--- src/rtl/ap_ctrl_profiler_pkg.sv ---
// ap_ctrl_profiler_pkg: shared types and helpers for the ap_ctrl handshake profiler
package ap_ctrl_profiler_pkg;

    typedef enum logic [2:0] {
        SEL_STARTS,
        SEL_DONES,
        SEL_LAST_LAT,
        SEL_MIN_LAT,
        SEL_MAX_LAT,
        SEL_LAST_II,
        SEL_STALL,
        SEL_BLOCKED
    } stat_sel_e;

    typedef enum logic [1:0] {
        IDLE,
        BUSY,
        BLOCKED
    } ch_state_e;

    // increments v, sticking at the all-ones value of a w-bit field (w <= 64)
    function automatic logic [63:0] sat_inc(input logic [63:0] v, input int unsigned w);
        logic [63:0] top;
        top = (w >= 64) ? '1 : ((64'd1 << w) - 64'd1);
        return (v >= top) ? v : v + 64'd1;
    endfunction

endpackage

--- src/rtl/ap_ctrl_ch_profiler.sv ---
// ap_ctrl_ch_profiler: one channel's timestamp FIFO, state, statistics and error flags
module ap_ctrl_ch_profiler
    import ap_ctrl_profiler_pkg::*;
#(
    parameter int CNT_W       = 32,
    parameter int TS_W        = 32,
    parameter int OUTSTANDING = 4
) (
    input  logic             clock,
    input  logic             reset,
    input  logic             hold,
    input  logic [TS_W-1:0]  ts,
    input  logic             ap_start,
    input  logic             ap_ready,
    input  logic             ap_done,
    input  logic             ap_continue,
    output logic [CNT_W-1:0] starts,
    output logic [CNT_W-1:0] dones,
    output logic [TS_W-1:0]  last_lat,
    output logic [TS_W-1:0]  min_lat,
    output logic [TS_W-1:0]  max_lat,
    output logic [TS_W-1:0]  last_ii,
    output logic [CNT_W-1:0] stall_cnt,
    output logic [CNT_W-1:0] blocked_cnt,
    output logic             ovf_flag,
    output logic             unf_flag
);

    localparam int AW = $clog2(OUTSTANDING);

    logic [TS_W-1:0] fifo [OUTSTANDING];
    logic [AW-1:0]   wr_ptr, rd_ptr;
    logic [AW:0]     occ;
    logic [TS_W-1:0] prev_ts;
    logic            have_prev;
    ch_state_e       state_q, state_d;

    logic start_ev, done_ev, empty, full, bypass, pop, push, done_cnt, ovf_ev, unf_ev;
    logic [TS_W-1:0] lat;

    // a simultaneous start and done on an empty FIFO is a zero-latency pass-through
    always_comb begin
        start_ev = ap_start & ap_ready;
        done_ev  = ap_done & ap_continue;
        empty    = occ == '0;
        full     = occ == (AW+1)'(OUTSTANDING);
        bypass   = start_ev & done_ev & empty;
        pop      = done_ev & ~empty;
        push     = start_ev & ~bypass & (~full | pop);
        done_cnt = pop | bypass;
        ovf_ev   = start_ev & full & ~done_ev;
        unf_ev   = done_ev & empty & ~start_ev;
        lat      = bypass ? '0 : ts - fifo[rd_ptr];
    end

    always_comb begin
        state_d = (ap_done & ~ap_continue) ? BLOCKED : (empty ? IDLE : BUSY);
    end

    always_ff @(posedge clock) begin
        if (reset) begin
            state_q     <= IDLE;
            wr_ptr      <= '0;
            rd_ptr      <= '0;
            occ         <= '0;
            prev_ts     <= '0;
            have_prev   <= 1'b0;
            starts      <= '0;
            dones       <= '0;
            last_lat    <= '0;
            min_lat     <= '1;
            max_lat     <= '0;
            last_ii     <= '0;
            stall_cnt   <= '0;
            blocked_cnt <= '0;
            ovf_flag    <= 1'b0;
            unf_flag    <= 1'b0;
        end else if (!hold) begin
            state_q <= state_d;
            if (push) begin
                fifo[wr_ptr] <= ts;
                wr_ptr       <= wr_ptr + 1'b1;
            end
            if (pop)
                rd_ptr <= rd_ptr + 1'b1;
            occ <= occ + {{AW{1'b0}}, push} - {{AW{1'b0}}, pop};
            if (start_ev) begin
                starts    <= CNT_W'(sat_inc(64'(starts), CNT_W));
                prev_ts   <= ts;
                have_prev <= 1'b1;
                if (have_prev)
                    last_ii <= ts - prev_ts;
            end
            if (done_cnt) begin
                dones    <= CNT_W'(sat_inc(64'(dones), CNT_W));
                last_lat <= lat;
                if (lat < min_lat)
                    min_lat <= lat;
                if (lat > max_lat)
                    max_lat <= lat;
            end
            if (ap_start & ~ap_ready)
                stall_cnt <= CNT_W'(sat_inc(64'(stall_cnt), CNT_W));
            if (state_q == BLOCKED)
                blocked_cnt <= CNT_W'(sat_inc(64'(blocked_cnt), CNT_W));
            ovf_flag <= ovf_flag | ovf_ev;
            unf_flag <= unf_flag | unf_ev;
        end
    end

endmodule

--- src/rtl/ap_ctrl_profiler.sv ---
// ap_ctrl_profiler: multi-channel ap_ctrl_hs/ap_ctrl_chain handshake profiler with registered read port
module ap_ctrl_profiler
    import ap_ctrl_profiler_pkg::*;
#(
    parameter int NUM_CH      = 4,
    parameter int CNT_W       = 32,
    parameter int TS_W        = 32,
    parameter int OUTSTANDING = 4,
    localparam int CH_W       = (NUM_CH > 1) ? $clog2(NUM_CH) : 1
) (
    input  logic              clock,
    input  logic              reset,
    input  logic              finish,
    input  logic [NUM_CH-1:0] ap_start,
    input  logic [NUM_CH-1:0] ap_ready,
    input  logic [NUM_CH-1:0] ap_done,
    input  logic [NUM_CH-1:0] ap_continue,
    input  logic              rd_en,
    input  logic [CH_W-1:0]   rd_ch,
    input  logic [2:0]        rd_sel,
    output logic              rd_valid,
    output logic [CNT_W-1:0]  rd_data,
    output logic [NUM_CH-1:0] ovf_flag,
    output logic [NUM_CH-1:0] unf_flag,
    output logic              frozen
);

    logic [TS_W-1:0]  ts;
    logic [CNT_W-1:0] starts      [NUM_CH];
    logic [CNT_W-1:0] dones       [NUM_CH];
    logic [TS_W-1:0]  last_lat    [NUM_CH];
    logic [TS_W-1:0]  min_lat     [NUM_CH];
    logic [TS_W-1:0]  max_lat     [NUM_CH];
    logic [TS_W-1:0]  last_ii     [NUM_CH];
    logic [CNT_W-1:0] stall_cnt   [NUM_CH];
    logic [CNT_W-1:0] blocked_cnt [NUM_CH];
    logic [CNT_W-1:0] rd_mux;

    always_ff @(posedge clock) begin
        if (reset) begin
            ts     <= '0;
            frozen <= 1'b0;
        end else begin
            if (!frozen)
                ts <= ts + 1'b1;
            if (finish)
                frozen <= 1'b1;
        end
    end

    for (genvar g = 0; g < NUM_CH; g++) begin : g_ch
        ap_ctrl_ch_profiler #(
            .CNT_W       (CNT_W),
            .TS_W        (TS_W),
            .OUTSTANDING (OUTSTANDING)
        ) u_ch (
            .clock       (clock),
            .reset       (reset),
            .hold        (frozen),
            .ts          (ts),
            .ap_start    (ap_start[g]),
            .ap_ready    (ap_ready[g]),
            .ap_done     (ap_done[g]),
            .ap_continue (ap_continue[g]),
            .starts      (starts[g]),
            .dones       (dones[g]),
            .last_lat    (last_lat[g]),
            .min_lat     (min_lat[g]),
            .max_lat     (max_lat[g]),
            .last_ii     (last_ii[g]),
            .stall_cnt   (stall_cnt[g]),
            .blocked_cnt (blocked_cnt[g]),
            .ovf_flag    (ovf_flag[g]),
            .unf_flag    (unf_flag[g])
        );
    end

    // unmatched channel numbers fall through to zero
    always_comb begin
        rd_mux = '0;
        for (int c = 0; c < NUM_CH; c++)
            if (rd_ch == CH_W'(c))
                case (stat_sel_e'(rd_sel))
                    SEL_STARTS:   rd_mux = starts[c];
                    SEL_DONES:    rd_mux = dones[c];
                    SEL_LAST_LAT: rd_mux = CNT_W'(last_lat[c]);
                    SEL_MIN_LAT:  rd_mux = CNT_W'(min_lat[c]);
                    SEL_MAX_LAT:  rd_mux = CNT_W'(max_lat[c]);
                    SEL_LAST_II:  rd_mux = CNT_W'(last_ii[c]);
                    SEL_STALL:    rd_mux = stall_cnt[c];
                    default:      rd_mux = blocked_cnt[c];
                endcase
    end

    always_ff @(posedge clock) begin
        if (reset) begin
            rd_valid <= 1'b0;
            rd_data  <= '0;
        end else begin
            rd_valid <= rd_en;
            if (rd_en)
                rd_data <= rd_mux;
        end
    end

endmodule

--- config.mk ---
export PLATFORM = sky130hd
export DESIGN_NAME = ap_ctrl_profiler
export DESIGN_NICKNAME = d
export VERILOG_FILES = /design/src/rtl/ap_ctrl_profiler_pkg.sv /design/src/rtl/ap_ctrl_ch_profiler.sv /design/src/rtl/ap_ctrl_profiler.sv
export SDC_FILE = /design/constraint.sdc
export NUM_CORES = 2
export LEC_CHECK = 0
export BUFFER_PORTS_ARGS = -buffer_cell sky130_fd_sc_hd__clkbuf_2
export CAP_MARGIN = 15
export CORE_MARGIN = 10
export CORE_UTILIZATION = 45
export DETAILED_ROUTE_END_ITERATION = 8
export GPL_ROUTABILITY_DRIVEN = 1
export GPL_TIMING_DRIVEN = 0
export PLACE_DENSITY = 0.61
export SYNTH_ARGS = -nofsm -noshare
export SYNTH_HDL_FRONTEND = slang
export SYNTH_SLANG_ARGS = --single-unit
--- constraint.sdc ---
create_clock -name clock -period 7.4 [get_ports clock]
set_clock_uncertainty 0.15 [all_clocks]
set_input_delay 1.48 -clock clock [delete_from_list [all_inputs] [get_ports clock]]
set_output_delay 1.48 -clock clock [all_outputs]
set_load 0.01 [all_outputs]
# --- After elaboration in Yosys (flattened, before gate mapping) ---
# Memory sizes are Yosys's and may differ from the RTL's. A register that Yosys moved wholly into a read port is not among the register bits.
# Cells that the tools add are included.
# Widths: inputs -> output; s select.
word_totals:
  output_inout_bits: 42
  mem_count: 4
  mem_bits_rw: 512
  inputBits: 25
  reg_bits: 1266
memory_table:
  columns: ["name", "depth", "word_bits", "read_ports", "rd_ports_with_merged_regs", "write_ports", "line", "source"]
  rows:
  - ["g_ch[0].u_ch.fifo", 4, 32, 1, 1, 1, "ap_ctrl_ch_profiler.sv:31", "logic [TS_W-1:0] fifo [OUTSTANDING];"]
  - ["g_ch[1].u_ch.fifo", 4, 32, 1, 1, 1, "ap_ctrl_ch_profiler.sv:31", null]
  - ["g_ch[2].u_ch.fifo", 4, 32, 1, 1, 1, "ap_ctrl_ch_profiler.sv:31", null]
  - ["g_ch[3].u_ch.fifo", 4, 32, 1, 1, 1, "ap_ctrl_ch_profiler.sv:31", null]
classes:
  bitwise: 113
  n_addsub: 41
  n_eq_ne: 17
  n_lt_le_gt_ge: 24
  reduce_logical: 50
  muxes: 44
ops:
  columns: ["op", "count"]
  rows:
  - ["$pmux 32 s7", 4]
  - ["$add 32x1->32 const B", 17]
  - ["$ge 32x32->1 const B", 16]
  - ["$mux 32", 8]
  - ["$sub 32x32->32", 8]
  - ["$gt 32x32->1", 4]
  - ["$lt 32x32->1", 4]
  - ["$reduce_and 3->1", 28]
  - ["$and 1x1->1", 52]
  - ["$not 1->1", 45]
  - ["$reduce_and 2->1", 16]
  - ["$mux 2", 12]
  - ["$eq 3x3->1 const B", 7]
  - ["$mux 1", 20]
  - ["$add 2x1->2 const B", 8]
  - ["$or 1x1->1", 16]
  - ["$logic_not 3->1", 5]
  - ["$add 3x1->3", 4]
  - ["$eq 2x2->1 const B", 6]
  - ["$sub 3x1->3", 4]
  - ["$eq 3x2->1 const B", 2]
  - ["$eq 3x1->1 const B", 1]
  - ["$eq 2x1->1 const B", 1]
  - ["$logic_not 2->1", 1]

# --- Logic depth before layout (Yosys ltp) ---
logic_depth:
  word_depth: 10
  depth_mapped: 30

# --- Cells and area by module ---
# A second synthesis with hierarchy kept.
unflattened:
  hier_cells: 10765
  area_unflattened_um2: 98346.8
by_module_without_submodules:
  columns: ["module", "instances", "cells_per_inst", "area_each_um2", "seq_area_each_um2"]
  rows:
  - ["ap_ctrl_ch_profiler at g_ch[0].u_ch", 1, 2335, 21770.9, 9889.5]
  - ["ap_ctrl_ch_profiler at g_ch[2].u_ch", 1, 2326, 21695.8, 9889.5]
  - ["ap_ctrl_ch_profiler at g_ch[3].u_ch", 1, 2337, 21639.5, 9889.5]
  - ["ap_ctrl_ch_profiler at g_ch[1].u_ch", 1, 2300, 21480.6, 9889.5]
  - ["ap_ctrl_profiler", 1, 1467, 11760.0, 1321.3]

# --- Worst setup path before layout ---
# No wires, ideal clock.
synth_path:
  path_kind: "reg2reg"
  start: "register (tool-made name)"
  end: "register g_ch[1].u_ch.min_lat[24]"
  path_stages_with_launch: 27
  setup_time_ns: 0.141
  t_arrival_ns: 6.624
  period_less_slack_ns: 6.915
  setup_slack_ns: 0.485
  path_cell_list: "dfxtp_1 > clkbuf_1 > buf_1 > mux4_2 > inv_1 > ha_1 > a21o_1 > a21o_1 > or4_1 > a21o_1 > a211o_1 > a21oi_1 > o21ai_0 > a21oi_1 > xnor2_1 > and2_1 > ha_1 > nand4_1 > nor4_1 > nand2_1 > or3_1 > o311ai_0 > maj3_2 > a21oi_4 > buf_2 > nand2_1 > o211ai_1"
synth_rtl:
  columns: ["element", "line", "source"]
  rows:
  - ["to (signal assigned)", "ap_ctrl_ch_profiler.sv:98", "min_lat <= lat;"]
  - ["to (decl)", "ap_ctrl_ch_profiler.sv:20", "output logic [TS_W-1:0] min_lat,"]

==> results.py <==
metrics = {
    "clocking": {
        "cts_tree": "built",
        "cts.sinks": 1786,
        "clk_pin_slew_ps": 60,
        "clk_latency_ps": 900,
        "cts.path.max_buffers": 3,
        "cts-buffers-inserted": 200,
        "hold_buffers": 0,
        "ctsHtreeMaxLevel": 4,
        "clock-root-buffer": "clkbuf_16",
    },
    "cells_and_area": {
        "final_common_cell": "nand2_1",
        "nFillCells": 19600,
        "final_cell_mix": "nand2_1 (1,253), dfxtp_1 (1,240), nor2_1 (1,086)",
        "final_nets": 11400,
        "synthToLayoutAreaGrowth_pct": 14.6,
        "instances_no_fill": 13800,
        "drive_above_1_share_pct": 8.64,
        "final_util_pct": 51.8,
        "design_area_um2": 108000,
    },
    "floorplan": {
        "core_area_um2": 209000,
        "die_x_um": 478,
        "dieArea_um2": 229000,
        "rows": 168,
        "initial_utilization_pct": 45.2,
        "dieHeight_um": 478,
        "pin_count": 67,
    },
    "logic_synthesis": {
        "synth_seq_area_share_pct": 43.3,
        "synth_top_area_share_pct": 27.0,
        "synth_top_cells_by_area": "dfxtp_1 (27%), edfxtp_1 (16%), ha_1 (7.2%), nand2_1 (5.0%), a21oi_1 (4.7%)",
        "async_flop_share_pct": 0,
        "synth_adder_area_share_pct": 7.43,
        "synth_xor_xnor_area_share_pct": 5.99,
        "synth_compound_area_share_pct": 14.8,
        "synth_area_per_cell_um2": 9.10,
        "synth-seq-cells": 1786,
        "synth.distinct_cells": 88,
        "synth_edf_count": 512,
        "syn_area_um2": 94500,
        "yosysTopAreaCell": "dfxtp_1",
        "synthFlopType": "dfxtp_1",
        "yosysWarnings": 0,
        "syn_nets": 11000,
        "synth.area.mux_share_pct": 6.56,
        "syn_inst": 10400,
        "synth_top_family_by_area": "simple AND/OR/NAND/NOR gates",
        "synth_simple_gate_area_share_pct": 17.3,
    },
    "critical_path": {
        "worst-path-buf-inv": 3,
        "cp-start-kind": "flop",
        "end_kind": "flop",
        "max_stage_delay_ps": 550,
        "critPathArrivalTime_ps": 7700,
        "worstPathMaxFanout": 10,
        "critPathTopFamily": "simple AND/OR/NAND/NOR gates",
        "crit_slowest_cell": "or4_1",
        "cp_data_required_time_ps": 7940,
        "crit_type": "flop to flop",
    },
    "pwr": {
        "switchingPower_w": 0.00771,
        "p_leak_nw": 41.8,
        "vdd_drop_max_uv": 257,
        "p_comb_share_pct": 16.5,
        "clockPowerShare_pct": 41.4,
        "power_w": 0.0254,
        "pwr-share-seq_pct": 42.2,
        "p_sw_share_pct": 30.3,
        "p_per_area_nw_per_um2": 235,
        "p_int_w": 0.0177,
    },
    "timing": {
        "relSlewSlack_pct": -3.06,
        "fmax_mhz": 140,
        "post-route-period-util_pct": 96.9,
        "period_needed_ps": 7170,
        "finalHoldViolations": 0,
        "finalSetupViolations": 0,
        "tightest_slew_ps": 1550,
        "setup_slack_ps": 233,
        "finalMaxSlewViolations": 1,
    },
    "detailed_routing": {
        "wl_per_cell_um": 33.8,
        "dr.pass1.iters": 6,
        "drt_iter0_drc": 12000,
        "drc_errors": 0,
        "drtAntennaViolNets": 0,
        "drt_wl_total_um": 466000,
        "via_per_inst": 6.32,
        "vias": 87000,
    },
    "placed_design": {
        "placedCellCount": 13400,
        "port_buffers": 63,
        "dpl_cell_area_um2": 100000,
        "place_ws_ps": -2350,
        "post-dp-hpwl_um": 367000,
        "gp_congestion": 1.10,
    },
    "outcome": {
        "run_status": "complete, but fails checks",
        "violations": "slew limit",
    },
    "run": {
        "drv_cap": 0,
    },
    "grt": {
        "overflow": 0,
        "grt_max_degree": 33,
        "grt_use_total_pct": 38.9,
        "antenna_found_initial": 47,
        "grt_pass1_vias": 78100,
        "grt_first_pass_wirelength_um": 628000,
    },
    "worst_hold_path": {
        "hold_class": "flop to flop",
    },
}
per-layer routing:
metal	up-vias	GRT usage, %	wire length [µm]
li1	37700	-	-
met2	5413	52.7	180000
met1	42700	54.7	194000
met5	-	0	290
met3	1221	12.0	59600
met4	16	21.2	31600
power groups by stage:
stage / Combinational (W) / Clock (W) / Sequential, W
6_report: 0.00419 / 0.0105 / 0.0107
5_1_grt: 0.00437 / 0.0110 / 0.0107
4_1_cts: 0.00397 / 0.0106 / 0.0107
3_5_place_dp: 0.00392 / 0 / 0.0109
3_3_place_gp: 0.00377 / 0 / 0.0109
2_1_floorplan: 0.00231 / 0 / 0.0107
metrics by stage:
stage	hold WS, ps	setup TNS (ps)
6_report	304	0
5_1_grt	321	-239
4_1_cts	304	0
3_5_place_dp	297	-362750
3_3_place_gp	286	-543650
2_1_floorplan	279	0
final timing paths:
check / startpoint / end / slack (ps) / cells after the start
worst max-delay path: flop / g_ch[1].u_ch.min_lat[26]$_SDFFE_PP1P_ / 230 / 26
worst min-delay path: g_ch[0].u_ch.prev_ts[20]$_SDFFE_PP0P_ / g_ch[0].u_ch.prev_ts[20]$_SDFFE_PP0P_ / 300 / 2
worst max register to register: flop / g_ch[1].u_ch.min_lat[26]$_SDFFE_PP1P_ / 230 / 26
worst min register to register: g_ch[0].u_ch.prev_ts[20]$_SDFFE_PP0P_ / g_ch[0].u_ch.prev_ts[20]$_SDFFE_PP0P_ / 300 / 2
flip-flops by register name, indices dropped and copies added (netlist names), 8 cells and up, named ones only:
signal                 count
g_ch.u_ch.blocked_cnt    128
g_ch.u_ch.fifo           512
g_ch.u_ch.starts         128
g_ch.u_ch.rd_ptr           8
ts                        32
g_ch.u_ch.occ             12
g_ch.u_ch.prev_ts        128
g_ch.u_ch.state_q          8
g_ch.u_ch.min_lat        128
g_ch.u_ch.dones          128
g_ch.u_ch.stall_cnt      128
g_ch.u_ch.max_lat        128
g_ch.u_ch.last_lat       128
rd_data                   32
g_ch.u_ch.wr_ptr           8
g_ch.u_ch.last_ii        128
synthesized netlist by cell type (all sizes together) (42+ instances only):
cell / number
dfxtp: 1274
nand2: 1253
nor2: 1094
a21oi: 892
inv: 621
ha: 541
edfxtp: 512
clkbuf: 423
xor2: 396
o21ai: 381
nand3: 309
mux2i: 253
xnor2: 250
nand4: 171
a22oi: 159
mux4: 150
or3: 134
nor3: 130
a21o: 129
and3: 125
buf: 98
o211ai: 96
a221oi: 93
nor2b: 89
a211oi: 65
and4: 64
and2: 61
nand2b: 58
a22o: 52
o21a: 44
a31oi: 42
worst min-delay path: cells and delay by family, from the launching register on:
family,cells,cell delay [ps]
flops,1,310
simple gates,1,50
compound gates,1,50
logic make-up after synthesis:
kind of cell               count (synthesis)
xor gates and xnor gates                 646
muxes                                    428
AOI/OAI and AO/OA                       2226
adders and majority gates                554
buffers and inverters                   1142
DFF                                     1786
and+or+nand+nor                         3594
area by class of cell:
class	instances	area, µm²	area share, %
Antenna cell	23	57.6	0.0532
Buffer	515	2180	2.01
Clock buffer	286	5770	5.33
Clock inverter	83	1210	1.12
Inverter	621	2330	2.16
Multi-Input combinational cell	7448	49700	45.9
Sequential cell	1786	40900	37.8
Tap cell	2805	3510	3.24
Timing Repair Buffer	204	2580	2.39
timing repair:
item / CTS / global route
endpoints found under the setup margin: 256 / 251
resized for setup: 114 / 71
setup buffers: 13 / 7
pin swaps: 7 / 8
(Power assumes the default switching activity.)
